## config.mk

```make
export PLATFORM = sky130hd
export DESIGN_NAME = vdp_irq_ctrl
export DESIGN_NICKNAME = d
export VERILOG_FILES = /design/src/rtl/vdp_pkg.sv /design/src/rtl/vdp_line_counter.sv /design/src/rtl/vdp_irq_ctrl.sv
export SDC_FILE = /design/constraint.sdc
export NUM_CORES = 1
export LEC_CHECK = 0
export CAP_MARGIN = 20
export CORE_ASPECT_RATIO = 0.7
export CORE_MARGIN = 4
export CORE_UTILIZATION = 41
export DETAILED_ROUTE_END_ITERATION = 12
export HOLD_SLACK_MARGIN = 0.06
export PLACE_DENSITY = 0.88
export SLEW_MARGIN = 15
export SYNTH_ARGS = -nofsm -noshare
export SYNTH_HDL_FRONTEND = slang
export SYNTH_SLANG_ARGS = --single-unit
```

## constraint.sdc

```tcl
create_clock -name clk -period 2.1 [get_ports clk]
set_input_delay 0.21 -clock clk [delete_from_list [all_inputs] [get_ports clk]]
set_output_delay 0.21 -clock clk [all_outputs]
set_load 0.005 [all_outputs]
```

## src/rtl/vdp_pkg.sv

```systemverilog
// Shared VDP constants: status bit layout, register indices, enable bit positions
// and default frame geometry, plus the status-byte packing helper.
package vdp_pkg;

  localparam int STAT_F   = 7;
  localparam int STAT_OVR = 6;
  localparam int STAT_COL = 5;

  localparam int REG_MODE1   = 0;
  localparam int REG_MODE2   = 1;
  localparam int REG_LINECNT = 10;

  localparam int LINE_IE_BIT  = 4;
  localparam int FRAME_IE_BIT = 5;

  localparam int DEF_ACTIVE_LINES = 192;
  localparam int DEF_TOTAL_LINES  = 262;

  typedef struct packed {
    logic f;
    logic ovr;
    logic col;
  } vdp_flags_t;

  function automatic logic [7:0] pack_status(input vdp_flags_t fl);
    logic [7:0] s;
    s           = 8'h00;
    s[STAT_F]   = fl.f;
    s[STAT_OVR] = fl.ovr;
    s[STAT_COL] = fl.col;
    return s;
  endfunction

endpackage

```

## src/rtl/vdp_line_counter.sv

```systemverilog
// 8-bit line-interrupt down-counter: decrements on active lines, reloads on
// underflow and on every line past the active area.
module vdp_line_counter
  import vdp_pkg::*;
(
  input  logic       clk,
  input  logic       rst_L,
  input  logic       tick,
  input  logic       active,
  input  logic [7:0] reload,
  output logic       uflow
);

  logic [7:0] cnt_q, cnt_d;

  // A zero count never decrements; it reloads and reports the underflow instead.
  assign uflow = tick & active & (cnt_q == 8'd0);

  always_comb begin
    cnt_d = cnt_q;
    if (tick) begin
      if (!active || cnt_q == 8'd0) cnt_d = reload;
      else                          cnt_d = cnt_q - 8'd1;
    end
  end

  always_ff @(posedge clk or negedge rst_L) begin
    if (!rst_L) cnt_q <= 8'hFF;
    else        cnt_q <= cnt_d;
  end

endmodule

```

## src/rtl/vdp_irq_ctrl.sv

```systemverilog
// VDP interrupt/status stage: frame, sprite and line flags, status byte, INT_L.
// Build option VDP_IRQ_VECTOR_EN adds the Z80 interrupt-acknowledge response.
module vdp_irq_ctrl
  import vdp_pkg::*;
#(
  parameter int ACTIVE_LINES = DEF_ACTIVE_LINES,
  parameter int TOTAL_LINES  = DEF_TOTAL_LINES,
  parameter int LINE_W       = 9
) (
  input  logic              clk,
  input  logic              rst_L,
  input  logic              line_tick,
  input  logic [LINE_W-1:0] line_num,
  input  logic              line_ie,
  input  logic              frame_ie,
  input  logic [7:0]        line_reload,
  input  logic              spr_ovf,
  input  logic              spr_col,
  input  logic              stat_rd,
`ifdef VDP_IRQ_VECTOR_EN
  input  logic              M1_L,
  input  logic              IORQ_L,
  output logic [7:0]        vec_out,
  output logic              vec_oe,
`endif
  output logic [7:0]        stat_reg_out,
  output logic              line_pend,
  output logic              INT_L
);

  vdp_flags_t flags_q, flags_d;
  logic       pend_q, pend_d;
  logic       int_l_q, int_l_d;
  logic       tick_ok, line_active, frame_set, line_uflow, ack_clr;

  // Ticks outside the frame are dropped before reaching any state.
  assign tick_ok     = line_tick & ({1'b0, line_num} < (LINE_W+1)'(TOTAL_LINES));
  assign line_active = line_num <= LINE_W'(ACTIVE_LINES);
  assign frame_set   = tick_ok & (line_num == LINE_W'(ACTIVE_LINES));

  vdp_line_counter u_line_counter (
    .clk    (clk),
    .rst_L  (rst_L),
    .tick   (tick_ok),
    .active (line_active),
    .reload (line_reload),
    .uflow  (line_uflow)
  );

`ifdef VDP_IRQ_VECTOR_EN
  logic ack_now, ack_q;

  assign ack_now = ~M1_L & ~IORQ_L & ~int_l_q;
  assign vec_oe  = ack_now;
  assign vec_out = ack_now ? 8'hFF : 8'h00;
  // The pending line interrupt is consumed when the acknowledge cycle ends.
  assign ack_clr = ack_q & (M1_L | IORQ_L);

  always_ff @(posedge clk or negedge rst_L) begin
    if (!rst_L) ack_q <= 1'b0;
    else        ack_q <= ack_now;
  end
`else
  assign ack_clr = 1'b0;
`endif

  // Set events win over a simultaneous status read, flag by flag.
  always_comb begin
    flags_d.f   = frame_set | (flags_q.f   & ~stat_rd);
    flags_d.ovr = spr_ovf   | (flags_q.ovr & ~stat_rd);
    flags_d.col = spr_col   | (flags_q.col & ~stat_rd);
    pend_d      = line_uflow | (pend_q & ~stat_rd & ~ack_clr);
    int_l_d     = ~((flags_q.f & frame_ie) | (pend_q & line_ie));
  end

  always_ff @(posedge clk or negedge rst_L) begin
    if (!rst_L) begin
      flags_q <= '0;
      pend_q  <= 1'b0;
      int_l_q <= 1'b1;
    end else begin
      flags_q <= flags_d;
      pend_q  <= pend_d;
      int_l_q <= int_l_d;
    end
  end

  assign stat_reg_out = pack_status(flags_q);
  assign line_pend    = pend_q;
  assign INT_L        = int_l_q;

endmodule

```

# Word level (Yosys, flattened, before mapping)
# Index checks and enable logic that the tools add are counted.
[word_totals]
reg_bits = 13
in_bits = 25
word_cells = 31
[classes]
addsub = 1
magnitude_cmp = 2
eq_ne = 1
n_mux = 1
n_bitwise = 17
reduce_logical = 3
[op_table]
columns = ["op", "n"]
rows = [
  ["1-bit AND", 10],
  ["9-bit by 8-bit equality test with 1-bit output (second input constant)", 1],
  ["9-bit by 8-bit <= comparator with 1-bit output (second input constant)", 1],
  ["9-bit < comparator (second input constant)", 1],
  ["8-bit logical NOT", 1],
  ["8-bit two-way mux", 1],
  ["8-bit by 1-bit subtractor with 8-bit output (second input constant)", 1],
  ["1-bit bitwise OR", 5],
  ["1-bit NOT", 2],
  ["1-bit logical NOT", 1],
  ["1-bit logical OR", 1],
]

# Longest topological paths before layout
# Gate-level depths: netlist of the first run.
[depth]
ltp_word = 5
mapped_depth = 7
depth_no_buf = 7

# Modules after synthesis
# A second synthesis of the first run with hierarchy kept.
[unflattened]
hier_cells = 94
hier_area_um2 = 837.1
[by_module_without_submodules]
columns = ["mod", "instances", "cells_each", "area_each_um2", "seq_area_each_um2"]
rows = [
  ["vdp_line_counter", 1, 66, 559.3, 210.2],
  ["vdp_irq_ctrl", 1, 28, 277.8, 126.4],
]

# Worst setup path before layout of the first run
# Ideal clock, no wire load.
[synth_path]
kind = "flip-flop to flip-flop"
startpoint = "register u_line_counter.cnt_q[3]"
endpoint = "register u_line_counter.cnt_q[5]"
setup_time_ns = 0.075
arrival_ns = 1.405
required_time_ns = 2.025
slack_ns = 0.620
path_stages_with_launch = 7
path_buffers = 1
synth_period_minus_slack_ns = 1.480
cell_sequence = "dfstp_2 > nor4_2 > nand3_2 > and2_4 > buf_6 > a21oi_1 > a2bb2oi_1"
[synth_between]
elab_chain_cells = 3
word_cells_on_any_way = 4
[synth_rtl]
columns = ["element", "line", "source"]
rows = [
  ["start, declared", "vdp_line_counter.sv:14", "logic [7:0] cnt_q, cnt_d;"],
  ["start signal, assigned", "vdp_line_counter.sv:29", "else cnt_q <= cnt_d;"],
  ["parallel branches: the longest is 2 deep, another holds 8-bit by 1-bit subtractor with 8-bit output", "--", ""],
  ["8-bit two-way mux *", "vdp_line_counter.sv:22", "if (!active || cnt_q == 8'd0) cnt_d = reload;"],
]
# Mark *: on every way between the ends.
# A chain may end at the register's enable or synchronous reset.

# Final worst setup path of the first run
[layout_path]
startpoint = "input port line_num[8]"
endpoint = "register u_line_counter.cnt_q[1]"
[layout_between]
elab_chain_cells = 4
word_cells_on_any_way = 6
[layout_rtl]
columns = ["element", "line", "source"]
rows = [
  ["start, declared", "vdp_irq_ctrl.sv:13", "input logic [LINE_W-1:0] line_num,"],
  ["9-bit by 8-bit <= comparator with 1-bit output", "vdp_irq_ctrl.sv:38", "assign line_active = line_num <= LINE_W'(ACTIVE_LINES);"],
  ["1-bit logical NOT", "vdp_line_counter.sv:22", ""],
  ["1-bit logical OR", "vdp_line_counter.sv:22", ""],
  ["8-bit two-way mux", "vdp_line_counter.sv:22", ""],
]
# Parallel ways exist; a longest one is shown, timed or not.

==> impl_metrics.toml, run 1 <==
[status]
outcome = "completed"

[clock_network]
tritoncts = "yes"
clk_path_buf_depth = 2
cts_root_buf = "sky130_fd_sc_hd__clkbuf_4"
post_cts_buffers = 0
cts_num_sinks = 13
path_clk_slew_ns = 0.09
cts.htree.levels = 1
clk_latency_ns = 0.28
cts_resized = 0
tritoncts.num_buffers = 3
ctsHoldBuffers = 0

[sta]
max_slew.worst_pin.slew_ns = 0.675
setup_viol = 0
final.setup_skew_ns = 0.00872
timing_max_transition_violations_final = 0
fmax_ghz = 0.563
final_min_period_over_clock_period = 0.846
layout_min_cycle_time_ns = 1.78
finalSetupTns_ns = 0
grt_setup_unrepaired = "false"
hold_viol = 0
timing.slew.headroom = 0.546

[critical_path]
crit-reg2reg-launch = "u_line_counter.cnt_q[3]"
timing.critical_path.cells = "clkdlybuf4s50_1 > nor4_2 > a21o_1 > nand2_1 > o311ai_0"
crit_path_max_fanout = 8
r2r_cells = 5
crit_path_max_incr_delay_ns = 0.48
slowest_stage = "sky130_fd_sc_hd__clkdlybuf4s50_1"
arrival_ns = 1.94
path_class = "input port to register"
worst-r2r-setup-slack_ns = 0.40
endpoint_kind = "register"
worst_ep_required_time_ns = 2.26
worst_r2r_endpoint = "u_line_counter.cnt_q[3]"
critPathLaunchType = "input port"

[power]
power.share.sequential = 0.506
total_power_w = 0.000690
switching_share = 0.302
clock_power_share = 0.233
power.combinational.fraction = 0.261
irDropWorstVdd_mv = 0.483
leakagePower_nw = 0.435
p_per_area_mw_per_mm2 = 614
switchingPower_w = 0.000208
p_int_w = 0.000482

[synthesis]
ys_seq_area_frac = 0.415
synth.area.top_cells = "sky130_fd_sc_hd__dfstp_2 (29%), sky130_fd_sc_hd__dfrtp_1 (12%), sky130_fd_sc_hd__buf_4 (5.6%), sky130_fd_sc_hd__a2bb2oi_1 (5.4%), sky130_fd_sc_hd__nand4_1 (3.9%)"
synth_enable_flop_cells = 0
syn-instance-count = 85
synthArstFlopShare = 1.00
ys_dominant_reg_cell = "sky130_fd_sc_hd__dfstp_2"
syn_area_um2 = 811
synth.ff_latch_count = 13
synth.yosys.warnings = 0
synth_cell_type_count = 30
netlist.top_cell.by_area = "sky130_fd_sc_hd__dfstp_2"
top_area_cell_type_share_of_the_netlist_area = 0.292
synthTopCellsByCount = "sky130_fd_sc_hd__dfstp_2 (9), sky130_fd_sc_hd__nand2_1 (7), sky130_fd_sc_hd__buf_4 (6), sky130_fd_sc_hd__o21ai_0 (6)"
synthMostInstantiatedCell = "sky130_fd_sc_hd__dfstp_2"
post_synth.cell_area_avg_um2 = 9.54

[floorplan]
io_pins = 35
core.rowCount = 13
full_die_area_mm2 = 0.00276
fp.dieH_um = 45.2
initial_cell_density_of_the_core = 0.433
chipWidth_um = 61.2
core_region_area_mm2 = 0.00187

[finish]
antennaDiodeCount = 0
finish.net_count = 144
area_growth_pct = 38.6
layout-drive-gt1-share = 0.164
finalNonFillerCells = 138

[detailed_routing]
detailedRoute.firstPassIterationCount = 4
dr.first_iter.drc_count = 29
routed_wl_um = 2110
drc_errors = 0
vias_per_cell = 5.80
avgRoutedWirePerCell_um = 15.3
ant_nets = 0
num_vias = 800

[global_route]
grt_max_degree = 14
grt_pass1_wl_um = 3460
number_of_global_route_vias_before_repair = 838
globalRouteTotalUtil = 0.168
antenna_found_initial = 0
global_route.overflow_total = 0

[placement]
gpl.final_weighted_congestion = 0.865
buffers_added_on_ports = 29
place_hpwl_um = 1720
dp_cells = 134

[min_path]
hold_path.class = "input port to asynchronous set/reset pin"

[job]
max_cap_viol_count = 0
[power by group through the flow]
stage | logic, W | registers (W) | clock network [W]
floorplan | 0.000109 | 0.000341 | 0
global placement | 0.000171 | 0.000349 | 0
global route | 0.000198 | 0.000355 | 0.000172
finish | 0.000180 | 0.000349 | 0.000161
detailed placement | 0.000178 | 0.000352 | 0
CTS | 0.000180 | 0.000347 | 0.000164
[cells by family after synthesis]
family,count (synthesis),share of synthesized area
AOI/OAI and AO/OA,30,0.264
and+or+nand+nor,27,0.191
DFF,13,0.415
buffers and inverters,12,0.0941
adders and majority gates,2,0.0309
other,1,0.00463
[routing by layer]
layer  share of wire  up-vias  track usage
met5               0        -            0
met4           0.011        0       0.0476
met3           0.080        6       0.0629
met2            0.50       35        0.276
met1            0.41      389        0.206
li1                -      370            -
[per-stage QoR]
| step | utilization | worst slack [ns] | instance area, um^2 | hold slack, ns |
|---|---|---|---|---|
| after global placement | 0.587 | 0.245 | 1100 | 0.443 |
| after detailed placement | 0.587 | 0.0843 | 1100 | 0.464 |
| after CTS | 0.601 | 0.336 | 1120 | 0.307 |
| final | 0.601 | 0.322 | 1120 | 0.288 |
| after global routing | 0.601 | 0.238 | 1120 | 0.330 |
| after floorplan | - | 0.620 | 826 | -0.0856 |
[registers in the layout, indices dropped and copies added (netlist names)]
register              cells
line_pend                 1
stat_reg_out              3
INT_L                     1
u_line_counter.cnt_q      8
[worst max-delay path: cells and delay by family]
family	cells	cell delay, ns
AOI/OAI and AO/OA	2	0.65
and+or+nand+nor	2	0.60
buffers and inverters	1	0.48
[area by class of cell]
type                            instances  area, um^2
Fill cell                             173         747
Multi-Input combinational cell         64         413
Sequential cell                        13         337
Timing Repair Buffer                   31         305
Tap cell                               22        27.5
Clock buffer                            4        26.3
Inverter                                4        15.0
[how the worst max path moves through the flow]
stage                            startpoint  cells past startpoint  slack (ns)                       to
CTS                             line_num[8]                      5        0.34  u_line_counter.cnt_q[1]
global route                    line_num[8]                      5        0.24  u_line_counter.cnt_q[1]
detailed placement              line_num[8]                      5        0.08  u_line_counter.cnt_q[1]
global placement                line_num[8]                      5        0.25  u_line_counter.cnt_q[0]
floorplan           u_line_counter.cnt_q[3]                      6        0.62  u_line_counter.cnt_q[5]
finish                          line_num[8]                      5        0.32  u_line_counter.cnt_q[1]
[placed cells by master (no fill, tap or decap), types with 2 or more instances in the layout]
cell,instances
sky130_fd_sc_hd__a21oi_1,3
sky130_fd_sc_hd__inv_1,4
sky130_fd_sc_hd__o2bb2ai_1,2
sky130_fd_sc_hd__dfrtp_1,4
sky130_fd_sc_hd__o21a_1,3
sky130_fd_sc_hd__o311ai_0,2
sky130_fd_sc_hd__o21ai_0,6
sky130_fd_sc_hd__nor3_1,2
sky130_fd_sc_hd__dfstp_2,9
sky130_fd_sc_hd__ha_1,2
sky130_fd_sc_hd__nor2_1,3
sky130_fd_sc_hd__nand2_1,7
sky130_fd_sc_hd__nand4_1,5
sky130_fd_sc_hd__buf_4,2
sky130_fd_sc_hd__a2bb2oi_1,5
sky130_fd_sc_hd__nand3_1,4
sky130_fd_sc_hd__a21o_1,3
sky130_fd_sc_hd__nor4_2,2
sky130_fd_sc_hd__clkbuf_4,3
sky130_fd_sc_hd__conb_1,5
sky130_fd_sc_hd__a22oi_1,2
sky130_fd_sc_hd__clkdlybuf4s50_1,29
Power figures use the tool's default switching activity.
==> run 2: changes to the inputs <==
--- a/config.mk
+++ b/config.mk
@@ -8,10 +8,10 @@
 export CAP_MARGIN = 20
 export CORE_ASPECT_RATIO = 0.7
 export CORE_MARGIN = 4
-export CORE_UTILIZATION = 41
+export CORE_UTILIZATION = 37
 export DETAILED_ROUTE_END_ITERATION = 12
 export HOLD_SLACK_MARGIN = 0.06
-export PLACE_DENSITY = 0.88
+export PLACE_DENSITY = 0.84
 export SLEW_MARGIN = 15
 export SYNTH_ARGS = -nofsm -noshare
 export SYNTH_HDL_FRONTEND = slang
==> constraint.sdc (replaced) <==
create_clock -name clk -period 1.6 [get_ports clk]
set_input_delay 0.16 -clock clk [delete_from_list [all_inputs] [get_ports clk]]
set_output_delay 0.16 -clock clk [all_outputs]
set_load 0.005 [all_outputs]
==> impl_metrics.toml, run 2 (same netlist as run 1, synthesis figures left out) <==
[clock_network]
clk_path_buf_depth = 2
tritoncts.num_buffers = 3
clk_latency_ns = 0.28
cts_root_buf = "sky130_fd_sc_hd__clkbuf_4"
ctsHoldBuffers = 0
tritoncts = "yes"
cts.htree.levels = 1
cts_num_sinks = 13
path_clk_slew_ns = 0.09

[status]
outcome = "completed"

[critical_path]
crit_path_max_fanout = 8
arrival_ns = 1.72
worst-r2r-setup-slack_ns = 0.08
path_class = "register to register"
worst_r2r_endpoint = "u_line_counter.cnt_q[7]"
critical_path.n_buffers_inverters = 1
crit_path_max_incr_delay_ns = 0.40
timing.critical_path.cells = "nor4_2 > buf_4 > nand3_4 > and2_4 > a21oi_1 > a2bb2oi_1"
endpoint_kind = "register"
critPathLaunchType = "register"
r2r_cells = 6
category_of_cells_accounting_for_the_largest_share_of_critical_path_delay = "simple AND/OR/NAND/NOR gates"
crit-reg2reg-launch = "u_line_counter.cnt_q[5]"
slowest_stage = "sky130_fd_sc_hd__dfstp_2"
worst_ep_required_time_ns = 1.80

[global_route]
global_route.overflow_total = 0
globalRouteTotalUtil = 0.173
number_of_global_route_vias_before_repair = 859
grt_max_degree = 14
antenna_found_initial = 0
grt_pass1_wl_um = 3920

[floorplan]
core_region_area_mm2 = 0.00197
core.rowCount = 13
io_pins = 35
fp.dieH_um = 47.2
full_die_area_mm2 = 0.00302
initial_cell_density_of_the_core = 0.412
chipWidth_um = 64.0

[placement]
dp_worst_setup_slack_ns = -0.215
place_area_mm2 = 0.00117
buffers_added_on_ports = 29
gpl.final_weighted_congestion = 0.844
place_hpwl_um = 1980

[power]
p_int_w = 0.000659
irDropWorstVdd_mv = 0.576
clock_power_share = 0.220
leakagePower_nw = 0.487
switchingPower_w = 0.000291
power.combinational.fraction = 0.300
power.share.sequential = 0.480
p_per_area_mw_per_mm2 = 777
switching_share = 0.306

[min_path]
hold_path.class = "input port to asynchronous set/reset pin"

[finish]
top_register = "u_line_counter.cnt_q"
layout-drive-gt1-share = 0.246
final_common_cell = "sky130_fd_sc_hd__clkdlybuf4s50_1"
area_growth_pct = 50.9
final_cell_area_mm2 = 0.00122
total_area_of_multi_input_combinational_cells_um2 = 428
finish.net_count = 154
largest_reg_flops = 8
fillers = 165
most-common-layout-cells = "sky130_fd_sc_hd__clkdlybuf4s50_1 (29), sky130_fd_sc_hd__buf_4 (12), sky130_fd_sc_hd__dfstp_2 (9)"
antennaDiodeCount = 0
area.sequential_um2 = 337

[detailed_routing]
detailedRoute.firstPassIterationCount = 4
drc_errors = 0
num_vias = 857
ant_nets = 0
dr.first_iter.drc_count = 67
routed_wl_um = 2490
vias_per_cell = 5.49
avgRoutedWirePerCell_um = 16.0

[sta]
timing_max_transition_violations_final = 0
layout_min_cycle_time_ns = 1.52
final_critical_path_setup_slack_ns = 0.0802
setup_viol = 0
fmax_ghz = 0.658
final.setup_skew_ns = 0.00673
max_slew.worst_pin.slew_ns = 0.605
timing.slew.headroom = 0.595
hold_viol = 0
final_min_period_over_clock_period = 0.950

[job]
max_cap_viol_count = 0
-- run 2: layout make-up --
type | count | area share
repair buffers | 41 | 0.311
multi-input cells | 64 | 0.350
flip-flops and latches | 13 | 0.275
clock buffers | 4 | 0.0215
inverters | 4 | 0.0123
well taps | 30 | 0.0307
-- run 2: timing repair --
action,CTS,global route
pin swaps,0,2
endpoints found under the setup margin,2,5
setup buffers,0,1
gates resized for setup,1,3
-- run 2: worst max-delay path by stage --
| stage | startpoint | endpoint | depth (start not counted) |
|---|---|---|---|
| final | u_line_counter.cnt_q[5] | u_line_counter.cnt_q[7] | 6 |
| after global routing | u_line_counter.cnt_q[0] | u_line_counter.cnt_q[3] | 6 |
| after CTS | u_line_counter.cnt_q[6] | u_line_counter.cnt_q[3] | 7 |
| after detailed placement | line_num[8] | u_line_counter.cnt_q[1] | 5 |
| after global placement | line_num[3] | u_line_counter.cnt_q[0] | 5 |
| after floorplan | u_line_counter.cnt_q[3] | u_line_counter.cnt_q[5] | 6 |
-- run 2: stage by stage --
step	util	power (W)	cells	TNS [ns]	hold slack (ns)
2_1_floorplan	-	0.000591	89	0	-0.136
3_3_place_gp	0.597	0.000714	151	-0.613	0.439
3_5_place_dp	0.597	0.000730	151	-1.24	0.468
4_1_cts	0.612	0.000937	155	0	0.274
5_1_grt	0.622	0.00101	156	-0.0126	0.281
6_report	0.622	0.000951	156	0	0.261
-- run 2: worst register-to-register path, stage by stage, from the launching register on --
cell,delay [ns]
sky130_fd_sc_hd__dfstp_2,0.40
sky130_fd_sc_hd__nor4_2,0.27
sky130_fd_sc_hd__buf_4,0.17
sky130_fd_sc_hd__nand3_4,0.10
sky130_fd_sc_hd__and2_4,0.19
sky130_fd_sc_hd__a21oi_1,0.14
sky130_fd_sc_hd__a2bb2oi_1,0.18
-- run 2: metal layers --
metal,wire length (um),vias to the layer above,part of all wire,GRT usage
met3,189,4,0.076,0.0550
met2,1250,42,0.50,0.314
met4,16,0,0.0064,0.0258
met5,0,-,0,0
li1,-,393,-,-
met1,1040,418,0.42,0.210
-- run 2: power by group through the flow --
stage | clock, W | sequential, W | combinational (W)
after floorplan | 0 | 0.000448 | 0.000143
after global placement | 0 | 0.000454 | 0.000260
after detailed placement | 0 | 0.000459 | 0.000271
after CTS | 0.000210 | 0.000454 | 0.000273
after global routing | 0.000230 | 0.000461 | 0.000315
final | 0.000209 | 0.000456 | 0.000286
